**src/rtl/board_io_pkg.sv**
```systemverilog
// Shared definitions for the board input conditioner.
// Optional feature macro: BOARD_IO_BOTH_EDGES_EN (falling edges also raise pending bits).
package board_io_pkg;

    // Default synchroniser depth and debounce window.
    localparam int SYNC_STAGES_DEF     = 2;
    localparam int DEBOUNCE_CYCLES_DEF = 1000000;

    // Which debounced edges raise an interrupt-pending bit.
    typedef enum logic {
        EDGE_RISE = 1'b0,
        EDGE_BOTH = 1'b1
    } edge_mode_e;

`ifdef BOARD_IO_BOTH_EDGES_EN
    localparam edge_mode_e EDGE_MODE = EDGE_BOTH;
`else
    localparam edge_mode_e EDGE_MODE = EDGE_RISE;
`endif

    // Counter width able to hold the value 'cycles'.
    function automatic int cnt_w(input int cycles);
        return $clog2(cycles + 1);
    endfunction

endpackage

```
**src/rtl/io_debounce_ch.sv**
```systemverilog
// Single-channel synchroniser plus debouncer with edge pulses.
// Optional feature macro: BOARD_IO_BOTH_EDGES_EN (enables fall_o).
module io_debounce_ch
    import board_io_pkg::*;
#(
    parameter int SYNC_STAGES     = SYNC_STAGES_DEF,
    parameter int DEBOUNCE_CYCLES = DEBOUNCE_CYCLES_DEF
) (
    input  logic clk_i,
    input  logic arst_i,
    input  logic pin_i,
    output logic level_o,
    output logic rise_o,
    output logic fall_o
);

    localparam int             CNT_W   = cnt_w(DEBOUNCE_CYCLES);
    localparam logic [CNT_W-1:0] CNT_MAX = CNT_W'(DEBOUNCE_CYCLES - 1);

    logic [SYNC_STAGES-1:0] sync_q;
    logic                   synced;
    logic [CNT_W-1:0]       cnt_q, cnt_d;
    logic                   stable_q, stable_d;
    logic                   prev_q;

    assign synced = sync_q[SYNC_STAGES-1];

    // Plain flop chain bringing the asynchronous pin into the clock domain.
    // NOTE: sequential state uses non-blocking assignments so every flop samples pre-edge values.
    always_ff @(posedge clk_i or posedge arst_i) begin
        if (arst_i) begin
            sync_q <= '0;
        end else begin
            sync_q <= {sync_q[SYNC_STAGES-2:0], pin_i};
        end
    end

    // Count consecutive cycles the synced input differs from the accepted level.
    // NOTE: every always_comb output gets a default first so no latch is inferred.
    always_comb begin
        cnt_d    = cnt_q;
        stable_d = stable_q;
        if (synced == stable_q) begin
            cnt_d = '0;
        end else if (cnt_q == CNT_MAX) begin
            stable_d = synced;
            cnt_d    = '0;
        end else begin
            cnt_d = cnt_q + CNT_W'(1);
        end
    end

    // Debounce state and previous level used for edge detection.
    always_ff @(posedge clk_i or posedge arst_i) begin
        if (arst_i) begin
            cnt_q    <= '0;
            stable_q <= 1'b0;
            prev_q   <= 1'b0;
        end else begin
            cnt_q    <= cnt_d;
            stable_q <= stable_d;
            prev_q   <= stable_q;
        end
    end

    assign level_o = stable_q;
    assign rise_o  = stable_q & ~prev_q;

`ifdef BOARD_IO_BOTH_EDGES_EN
    assign fall_o = ~stable_q & prev_q;
`else
    assign fall_o = 1'b0;
`endif

endmodule

```
**src/rtl/board_io_cond.sv**
```systemverilog
// Board input conditioner: debounced buttons/switches, edge pulses and
// sticky maskable button interrupts.
// Optional feature macro: BOARD_IO_BOTH_EDGES_EN (falling edges pulse btn_fall_o and set pending).
module board_io_cond
    import board_io_pkg::*;
#(
    parameter int NUM_BTN         = 5,
    parameter int NUM_SW          = 16,
    parameter int SYNC_STAGES     = SYNC_STAGES_DEF,
    parameter int DEBOUNCE_CYCLES = DEBOUNCE_CYCLES_DEF
) (
    input  logic               clk_i,
    input  logic               arst_i,
    input  logic [NUM_BTN-1:0] btn_i,
    input  logic [NUM_SW-1:0]  sw_i,
    input  logic [NUM_BTN-1:0] irq_mask_i,
    input  logic [NUM_BTN-1:0] irq_ack_i,
    output logic [NUM_BTN-1:0] btn_o,
    output logic [NUM_SW-1:0]  sw_o,
    output logic [NUM_BTN-1:0] btn_rise_o,
    output logic [NUM_BTN-1:0] btn_fall_o,
    output logic [NUM_BTN-1:0] irq_pending_o,
    output logic               irq_o
);

    logic [NUM_BTN-1:0] btn_rise_w;
    logic [NUM_BTN-1:0] btn_fall_w;
    logic [NUM_SW-1:0]  sw_rise_unused;
    logic [NUM_SW-1:0]  sw_fall_unused;
    logic [NUM_BTN-1:0] pend_q, pend_d;
    logic [NUM_BTN-1:0] pend_set;

    // One conditioning channel per button.
    for (genvar i = 0; i < NUM_BTN; i++) begin : g_btn
        io_debounce_ch #(
            .SYNC_STAGES     (SYNC_STAGES),
            .DEBOUNCE_CYCLES (DEBOUNCE_CYCLES)
        ) u_ch (
            .clk_i   (clk_i),
            .arst_i  (arst_i),
            .pin_i   (btn_i[i]),
            .level_o (btn_o[i]),
            .rise_o  (btn_rise_w[i]),
            .fall_o  (btn_fall_w[i])
        );
    end

    // One conditioning channel per switch; switch edges are not used.
    for (genvar i = 0; i < NUM_SW; i++) begin : g_sw
        io_debounce_ch #(
            .SYNC_STAGES     (SYNC_STAGES),
            .DEBOUNCE_CYCLES (DEBOUNCE_CYCLES)
        ) u_ch (
            .clk_i   (clk_i),
            .arst_i  (arst_i),
            .pin_i   (sw_i[i]),
            .level_o (sw_o[i]),
            .rise_o  (sw_rise_unused[i]),
            .fall_o  (sw_fall_unused[i])
        );
    end

    assign btn_rise_o = btn_rise_w;
    assign btn_fall_o = btn_fall_w;

`ifdef BOARD_IO_BOTH_EDGES_EN
    assign pend_set = btn_rise_w | btn_fall_w;
`else
    assign pend_set = btn_rise_w;
`endif

    // Sticky pending: ack clears, a same-cycle edge wins over the ack.
    always_comb begin
        pend_d = (pend_q & ~irq_ack_i) | pend_set;
    end

    // Pending register, latched independently of the mask.
    always_ff @(posedge clk_i or posedge arst_i) begin
        if (arst_i) begin
            pend_q <= '0;
        end else begin
            pend_q <= pend_d;
        end
    end

    assign irq_pending_o = pend_q;
    assign irq_o         = |(pend_q & irq_mask_i);

endmodule
```
**config.mk**
```make
export PLATFORM = sky130hd
export DESIGN_NAME = board_io_cond
export DESIGN_NICKNAME = d
export VERILOG_FILES = /design/src/rtl/board_io_pkg.sv /design/src/rtl/io_debounce_ch.sv /design/src/rtl/board_io_cond.sv
export SDC_FILE = /design/constraint.sdc
export NUM_CORES = 1
export LEC_CHECK = 0
export CORE_ASPECT_RATIO = 0.5
export CORE_MARGIN = 2
export CORE_UTILIZATION = 35
export DETAILED_ROUTE_END_ITERATION = 10
export SLEW_MARGIN = 10
export SYNTH_ARGS = -nofsm -noshare
export SYNTH_HDL_FRONTEND = slang
export SYNTH_HIERARCHICAL = 1
export SYNTH_SLANG_ARGS = --single-unit
```
**constraint.sdc**
```tcl
create_clock -name clk_i -period 2.8 [get_ports clk_i]
set_clock_uncertainty 0.1 [all_clocks]
set_input_delay 0.28 -clock clk_i [delete_from_list [all_inputs] [get_ports clk_i]]
set_output_delay 0.28 -clock clk_i [all_outputs]
set_load 0.05 [all_outputs]
```
==> results.md, run 1 <==
* Vertical die dimension at 191 µm
* Worst stage delay on the critical path at 0.88 ns
* Combined global-route utilization of all metal layers at 13.4%
* Count of TritonRoute iterations in the first routing pass at 5
* Syn. warnings at 6
* Count of buffers from port buffering at 64
* Largest fanout of any net on the critical path at 5
* Number of vias per cell at 5.12
* Total power divided by cell area at 511 mW/mm²
* Largest net degree at the start of global routing at 25
* Pin slew with the least headroom to its limit at 0.907 ns
* Gpl congestion at 0.778
* Final net count at 2486
* Number of buffers added by the clock tree synthesis step at 49
* Count of final hold-check violations at 0
* Required @ worst endpoint at 2.42 ns
* Final cycle utilization of the critical path at 93.0%
* Clock latency at the later pin of the worst-skew pair at 0.59 ns
* Cell class contributing the biggest share of worst-path delay: buffers and inverters
* Tmin final at 2.60 ns
* Startpoint type of the worst setup path: register
* MaxCap Viol Count at 0
* Worst setup path class: register to primary output
* Final worst hold slack at 0.0456 ns
* Number of sinks driven by the clock tree at 493
* Crit-path cells: nor2b_1, clkdlybuf4s50_1
* Area of the die at 0.0725 mm²
* Core ar. at 0.0692 mm²
* DRT antenna net count at 0
* Number of global-route vias before repair at 17.2k
* First-pass GRT wire length at 83400 µm
* Count of buffering cells on the critical path with inverters included at 1
* Element type at the critical path end: primary output
* Number of design rule violations left after detail routing at 0
* Via count of the routed design at 17.5k
* Avg WL per Cell at 13.8 µm
* Final HPWL from detailed placement at 31600 µm
* CP max-delay cell: sky130_fd_sc_hd__clkdlybuf4s50_1
* HP Class: input port to register
* Overflow after GRT at 0
* Area growth from synthesis to final layout at 14.0%
* Setup TNS at 0 ns
* Post-CTS setup repair buffer count at 0
* Maximum VDD drop at 0.394 mV
* Initial core utilization at 35.5%
* Unrepaired setup endpoints after global routing: false
* # IOs at 70
* Arrival time of data at the critical path endpoint at 2.22 ns
* Antenna violations before repair at 0
* Fraction of layout instances using a drive strength above 1 at 11.7%
* Final setup violation count at 0
* DRT iter0 DRCs at 854
* Worst-case clock buffer depth at 3
* Clock slew at reported path FFs at 0.06 ns
* Site row count at 68
* H-Tree Depth at 2
* Clock tree from TritonCTS: done
* Status: finished, final reports clean
* Net count after synthesis at 2361
* Count of mapped cells out of synthesis at 2307
* Highest clock rate at 384 MHz
* CTS root buffer: sky130_fd_sc_hd__clkbuf_16
* Max_slew headroom at 39.5%
* Pins Over Slew Limit at 0
* Static leakage power at 11.7 nW
* Overall Power at 14.3 mW
* Non-Filler Instances at 3411
* Post-placement cell count at 3314
* DIE WIDTH at 379 µm
* Number of filler instances in the final layout at 6653
* Netlist area before placement at 0.0246 mm²
* Average size of a mapped cell at 10.6 µm²
* Post-Route WL at 47100 µm
* ANT cells at 0
## placed cells by master (no fill, tap or decap), types with 5 or more instances in the layout
| master | count |
|---|---|
| sky130_fd_sc_hd__or3_2 | 21 |
| sky130_fd_sc_hd__nor4_4 | 21 |
| sky130_fd_sc_hd__ha_1 | 21 |
| sky130_fd_sc_hd__nor4b_2 | 21 |
| sky130_fd_sc_hd__nor2_1 | 336 |
| sky130_fd_sc_hd__nor4_1 | 63 |
| sky130_fd_sc_hd__o31ai_1 | 42 |
| sky130_fd_sc_hd__a21oi_1 | 105 |
| sky130_fd_sc_hd__nor4b_1 | 21 |
| sky130_fd_sc_hd__or3_1 | 21 |
| sky130_fd_sc_hd__a21o_1 | 5 |
| sky130_fd_sc_hd__inv_1 | 48 |
| sky130_fd_sc_hd__nor3_1 | 42 |
| sky130_fd_sc_hd__o41ai_4 | 21 |
| sky130_fd_sc_hd__nand4_1 | 105 |
| sky130_fd_sc_hd__nand3_1 | 126 |
| sky130_fd_sc_hd__clkdlybuf4s50_1 | 63 |
| sky130_fd_sc_hd__clkbuf_8 | 10 |
| sky130_fd_sc_hd__buf_4 | 45 |
| sky130_fd_sc_hd__conb_1 | 5 |
| sky130_fd_sc_hd__dfrtp_1 | 493 |
| sky130_fd_sc_hd__xnor2_1 | 147 |
| sky130_fd_sc_hd__nand4b_1 | 21 |
| sky130_fd_sc_hd__o21ai_0 | 42 |
| sky130_fd_sc_hd__mux2_2 | 21 |
| sky130_fd_sc_hd__and4_1 | 42 |
| sky130_fd_sc_hd__mux2i_1 | 21 |
| sky130_fd_sc_hd__and4_2 | 21 |
| sky130_fd_sc_hd__dlygate4sd3_1 | 12 |
| sky130_fd_sc_hd__nand3_2 | 21 |
| sky130_fd_sc_hd__clkbuf_16 | 51 |
| sky130_fd_sc_hd__clkinv_2 | 11 |
| sky130_fd_sc_hd__nand2_1 | 148 |
| sky130_fd_sc_hd__and3_2 | 21 |
| sky130_fd_sc_hd__nor2b_1 | 5 |
| sky130_fd_sc_hd__xor2_1 | 147 |
| sky130_fd_sc_hd__and3_1 | 42 |
| sky130_fd_sc_hd__or4_1 | 42 |
| sky130_fd_sc_hd__clkbuf_1 | 11 |
## sequential cells by signal, indices dropped and copies added (netlist names)
name	count
g_sw.u_ch/level_o	16
g_btn.u_ch/sync_q	10
g_sw.u_ch/sync_q	32
g_btn.u_ch/cnt_q	100
g_btn.u_ch/prev_q	5
irq_pending_o	5
g_btn.u_ch/level_o	5
g_sw.u_ch/cnt_q	320
## routing by layer
metal / up-vias / wire length [µm] / part of all wire [%] / global-route usage (%)
li1: 8600 / - / - / -
met1: 8659 / 23000 / 49 / 18.6
met2: 133 / 22000 / 47 / 21.8
met3: 59 / 1240 / 2.6 / 2.13
met4: 0 / 873 / 1.9 / 3.62
met5: - / 0 / 0 / 0
## report_power, final
group	switching, mW	internal (mW)
Sequential	0.0856	7.23
Combinational	0.357	0.200
Clock	2.78	3.67
## repair_timing
item                      CTS  global route
resized for setup           0             0
hold endpoints to repair  197             0
hold buffers               12             0
## worst register-to-register path, cell delays in order, from the launching register on
cell and delay, ns:
sky130_fd_sc_hd__dfrtp_1 0.42, sky130_fd_sc_hd__nor4_1 0.33, sky130_fd_sc_hd__nand2_1 0.16, sky130_fd_sc_hd__o41ai_4 0.58
sky130_fd_sc_hd__buf_4 0.29, sky130_fd_sc_hd__nor2_1 0.07
## layout make-up
class                      count  area [µm²]  share of cell area [%]
tap                          945        1180                    4.22
clock inverter                13        93.8                   0.335
sequential                   493       12300                    44.0
multi-input combinational   1719       11700                    41.7
inverter                      48         180                   0.643
timing repair buffer         121        1090                    3.90
clock buffer                  72        1460                    5.19
## stage by stage
| step | worst slack, ns | instance area (µm²) | utilization [%] |
|---|---|---|---|
| CTS | 0.114 | 28000 | 40.5 |
| detailed placement | 0.612 | 26300 | 38.1 |
| global placement | 0.568 | 26300 | 38.1 |
| floorplan | 0.943 | 24600 | - |
| finish | 0.196 | 28000 | 40.5 |
| global route | 0.0791 | 28000 | 40.5 |
## final timing paths
path | startpoint | end | slack (ns) | cells past startpoint
hold reg to reg | g_btn[3].u_ch/sync_q[0] | g_btn[3].u_ch/sync_q[1] | 0.25 | 0
max in group asynchronous | arst_i | g_btn[1].u_ch/level_o | 1.34 | 5
setup / recovery | g_btn[0].u_ch/level_o | btn_rise_o[0] | 0.20 | 2
setup reg to reg | g_btn[2].u_ch/cnt_q[10] | g_btn[2].u_ch/cnt_q[3] | 0.75 | 5
min in group asynchronous | arst_i | g_sw[8].u_ch/sync_q[0] | 0.45 | 3
hold / removal | sw_i[4] | g_sw[4].u_ch/sync_q[0] | 0.05 | 1
(Power assumes the default switching activity.)
==> run 2: changes to the inputs <==
Settings changed: CORE_ASPECT_RATIO 0.5 to 0.7.
==> results.md, run 2 (synthesis results as in run 1) <==
* Clock slew at reported path FFs at 0.06 ns (about the same)
* Most common cell after layout, fill and taps aside: sky130_fd_sc_hd__dfrtp_1
* MaxCap Viol Count at 0 (unchanged)
* Gr busiest metal: met2
* Area of the die at 0.0724 mm² (-0.13%)
* Global-route track usage on met3 at 2.52% (+0.39 points)
* Int Power at 12.0 mW (+8.2%)
* H-Tree Depth at 2 (unchanged)
* Number of global-route vias before repair at 17.3k (+0.69%)
* Post-route setup slack at 0.164 ns (-0.0316 ns)
* Maximum VDD drop at 0.391 mV (-0.80%)
* Avg WL per Cell at 14.4 µm (+4.0%)
* Net switching power of the design at 3.34 mW (+3.9%)
* Total power divided by cell area at 544 mW/mm² (+6.4%)
* Number of filler instances in the final layout at 6560 (-1.4%)
* Required @ worst endpoint at 2.42 ns (about the same)
* Final setup violation count at 0 (unchanged)
* Unrepaired setup endpoints after global routing: false
* Post-CTS setup repair buffer count at 0 (unchanged)
* Max_slew headroom at 39.3% (-0.11 points)
* Fraction of layout instances using a drive strength above 1 at 11.5% (-0.15 points)
* Status: finished, final reports clean
* Register with the most flip-flops: g_sw.u_ch/cnt_q
* CTS root buffer: sky130_fd_sc_hd__clkbuf_16
* Count of final hold-check violations at 0 (unchanged)
* Site row count at 81 (+19%)
* DRT antenna net count at 0 (unchanged)
* Pins Over Slew Limit at 0 (unchanged)
* Vertical die dimension at 226 µm (+18%)
* Largest fanout of any net on the critical path at 5 (unchanged)
* Clock latency at the later pin of the worst-skew pair at 0.60 ns (about the same)
* CP max-delay cell: sky130_fd_sc_hd__clkdlybuf4s50_1
* Worst stage delay on the critical path at 0.88 ns (about the same)
* Setup TNS at 0 ns (unchanged)
* Global-route track usage on met1 at 19.8% (+1.3 points)
* Cell class contributing the biggest share of worst-path delay: buffers and inverters
* # IOs at 70 (unchanged)
* Clock tree from TritonCTS: done
* Switching fraction of total power at 21.8% (-0.70 points)
* Number of buffers added by the clock tree synthesis step at 53 (+8.2%)
* Area growth from synthesis to final layout at 14.9%
* Final cycle utilization of the critical path at 94.1% (+1.1 points)
* HP Class: input port to register
* Worst-case clock buffer depth at 3 (unchanged)
* Overflow after GRT at 0 (unchanged)
* DIE WIDTH at 321 µm (-15%)
* Final HPWL from detailed placement at 32400 µm (+2.5%)
* Number of design rule violations left after detail routing at 0 (unchanged)
* Count of buffers from port buffering at 64 (unchanged)
* Count of buffering cells on the critical path with inverters included at 1 (unchanged)
* Count of TritonRoute iterations in the first routing pass at 5 (unchanged)
* DRT iter0 DRCs at 1186 (+39%)
* Largest net degree at the start of global routing at 24 (-4.0%)
* Largest regs: g_sw.u_ch/cnt_q x320, g_btn.u_ch/cnt_q x100, g_sw.u_ch/sync_q x32
* Sequential share of power at 47.7% (-3.4 points)
* Fraction of power consumed by combinational cells at 3.6% (-0.3 points)
* Core ar. at 0.0696 mm² (+0.66%)
* Initial core utilization at 35.3% (-0.23 points)
* Met2 global-route usage at 20.5% (-1.3 points)
* Pin slew with the least headroom to its limit at 0.909 ns (+0.00159 ns)
* Worst setup path class: register to primary output
* Number of sinks driven by the clock tree at 493 (unchanged)
* Most frequent cells in the layout: sky130_fd_sc_hd__dfrtp_1 (493), sky130_fd_sc_hd__nor2_1 (336), sky130_fd_sc_hd__nand2_1 (148), sky130_fd_sc_hd__xor2_1 (147), sky130_fd_sc_hd__xnor2_1 (147)
* Highest clock rate at 379 MHz (-1.2%)
* Startpoint type of the worst setup path: register
* Static leakage power at 11.8 nW (+0.74%)
* ANT cells at 0 (unchanged)
* Combined global-route utilization of all metal layers at 13.6% (+0.21 points)
* Post-Route WL at 48500 µm (+3.0%)
* First-pass GRT wire length at 84700 µm (+1.6%)
* Worst setup slack before clock tree synthesis at 0.581 ns (-0.0312 ns)
* Crit-path cells: nor2b_1, clkdlybuf4s50_1
* Via count of the routed design at 17.6k (+0.68%)
* Gpl congestion at 0.812 (+4.4%)
* Power share of the clock group at 48.8% (+3.8 points)
* Antenna violations before repair at 0 (unchanged)
* Arrival time of data at the critical path endpoint at 2.26 ns (+0.04 ns)
* Final net count at 2479 (-0.28%)
* Tmin final at 2.64 ns (+0.0316 ns)
* Largest register FFs at 320 (unchanged)
* Element type at the critical path end: primary output
* Number of vias per cell at 5.20 (+1.7%)
run 2: cell types whose count changed in the layout (fill, tap and decap cells not counted):
cell	before	now
sky130_fd_sc_hd__buf_4	45	29
sky130_fd_sc_hd__bufinv_16	1	9
sky130_fd_sc_hd__clkbuf_1	11	8
sky130_fd_sc_hd__clkbuf_16	51	54
sky130_fd_sc_hd__clkbuf_8	10	9
sky130_fd_sc_hd__clkdlybuf4s50_1	63	62
sky130_fd_sc_hd__clkinv_2	11	8
sky130_fd_sc_hd__clkinv_4	0	1
sky130_fd_sc_hd__clkinv_8	0	1
sky130_fd_sc_hd__clkinvlp_4	0	3
sky130_fd_sc_hd__dlygate4sd2_1	0	1
sky130_fd_sc_hd__dlygate4sd3_1	12	17
run 2: per-stage QoR:
| stage | power [mW] | instances | utilization (%) | cell area, µm² | hold WS, ns |
|---|---|---|---|---|---|
| floorplan | 7.82 | 2307 | - | 24600 | -0.0415 |
| global placement | 7.96 | 3266 | 37.6 | 26200 | 0.231 |
| detailed placement | 7.99 | 3266 | 37.6 | 26200 | 0.235 |
| CTS | 15.7 | 3377 | 40.5 | 28200 | 0.0292 |
| global route | 16.1 | 3377 | 40.5 | 28200 | 0.0364 |
| finish | 15.4 | 3377 | 40.5 | 28200 | 0.0653 |
run 2: layout make-up:
class                      instances  area [µm²]  area share (%)
timing repair buffer             110        1020            3.62
tap                              913        1140            4.05
clock buffer                      71        1510            5.33
multi-input combinational       1719       11700            41.3
clock inverter                    23         367            1.30
sequential                       493       12300            43.7
inverter                          48         180           0.638
run 2: worst paths after layout:
kind | slack (ns) | startpoint | end | depth (start not counted)
worst min register to register | 0.25 | g_btn[0].u_ch/sync_q[0] | g_btn[0].u_ch/sync_q[1] | 0
max in group asynchronous | 1.24 | arst_i | g_sw[10].u_ch/cnt_q[11] | 3
worst max register to register | 0.75 | g_sw[3].u_ch/cnt_q[12] | g_sw[3].u_ch/cnt_q[12] | 5
worst max-delay path | 0.16 | g_btn[3].u_ch/level_o | btn_rise_o[3] | 2
min in group asynchronous | 0.49 | arst_i | g_btn[4].u_ch/level_o | 3
worst min-delay path | 0.07 | sw_i[6] | g_sw[6].u_ch/sync_q[0] | 1
run 2: power by group through the flow:
stage / Sequential [mW] / Combinational, mW / Clock [mW]
5_1_grt: 7.33 / 0.628 / 8.10
3_5_place_dp: 7.45 / 0.543 / 0
3_3_place_gp: 7.44 / 0.525 / 0
4_1_cts: 7.32 / 0.566 / 7.78
2_1_floorplan: 7.42 / 0.395 / 0
6_report: 7.32 / 0.545 / 7.49
run 2: timing repair:
| item | in CTS | in global routing |
|---|---|---|
| hold buffers | 17 | 0 |
| hold endpoints to repair | 25 | 0 |
| endpoints found under the setup margin | 1 | 0 |
| gates resized for setup | 1 | 0 |
run 2: layer usage:
metal  up-vias  part of all wire [%]
li1       8569                     -
met3        64                   4.0
met1      8675                    50
met5         -                     0
met2       262                    44
met4         0                   2.2
==> run 3: changes to the inputs <==
Settings changed: ABC_CLOCK_PERIOD_IN_PS set to 2800.
==> results of run 3 <==
Same layout as run 2: the final DEF is identical, and so are final timing and power.
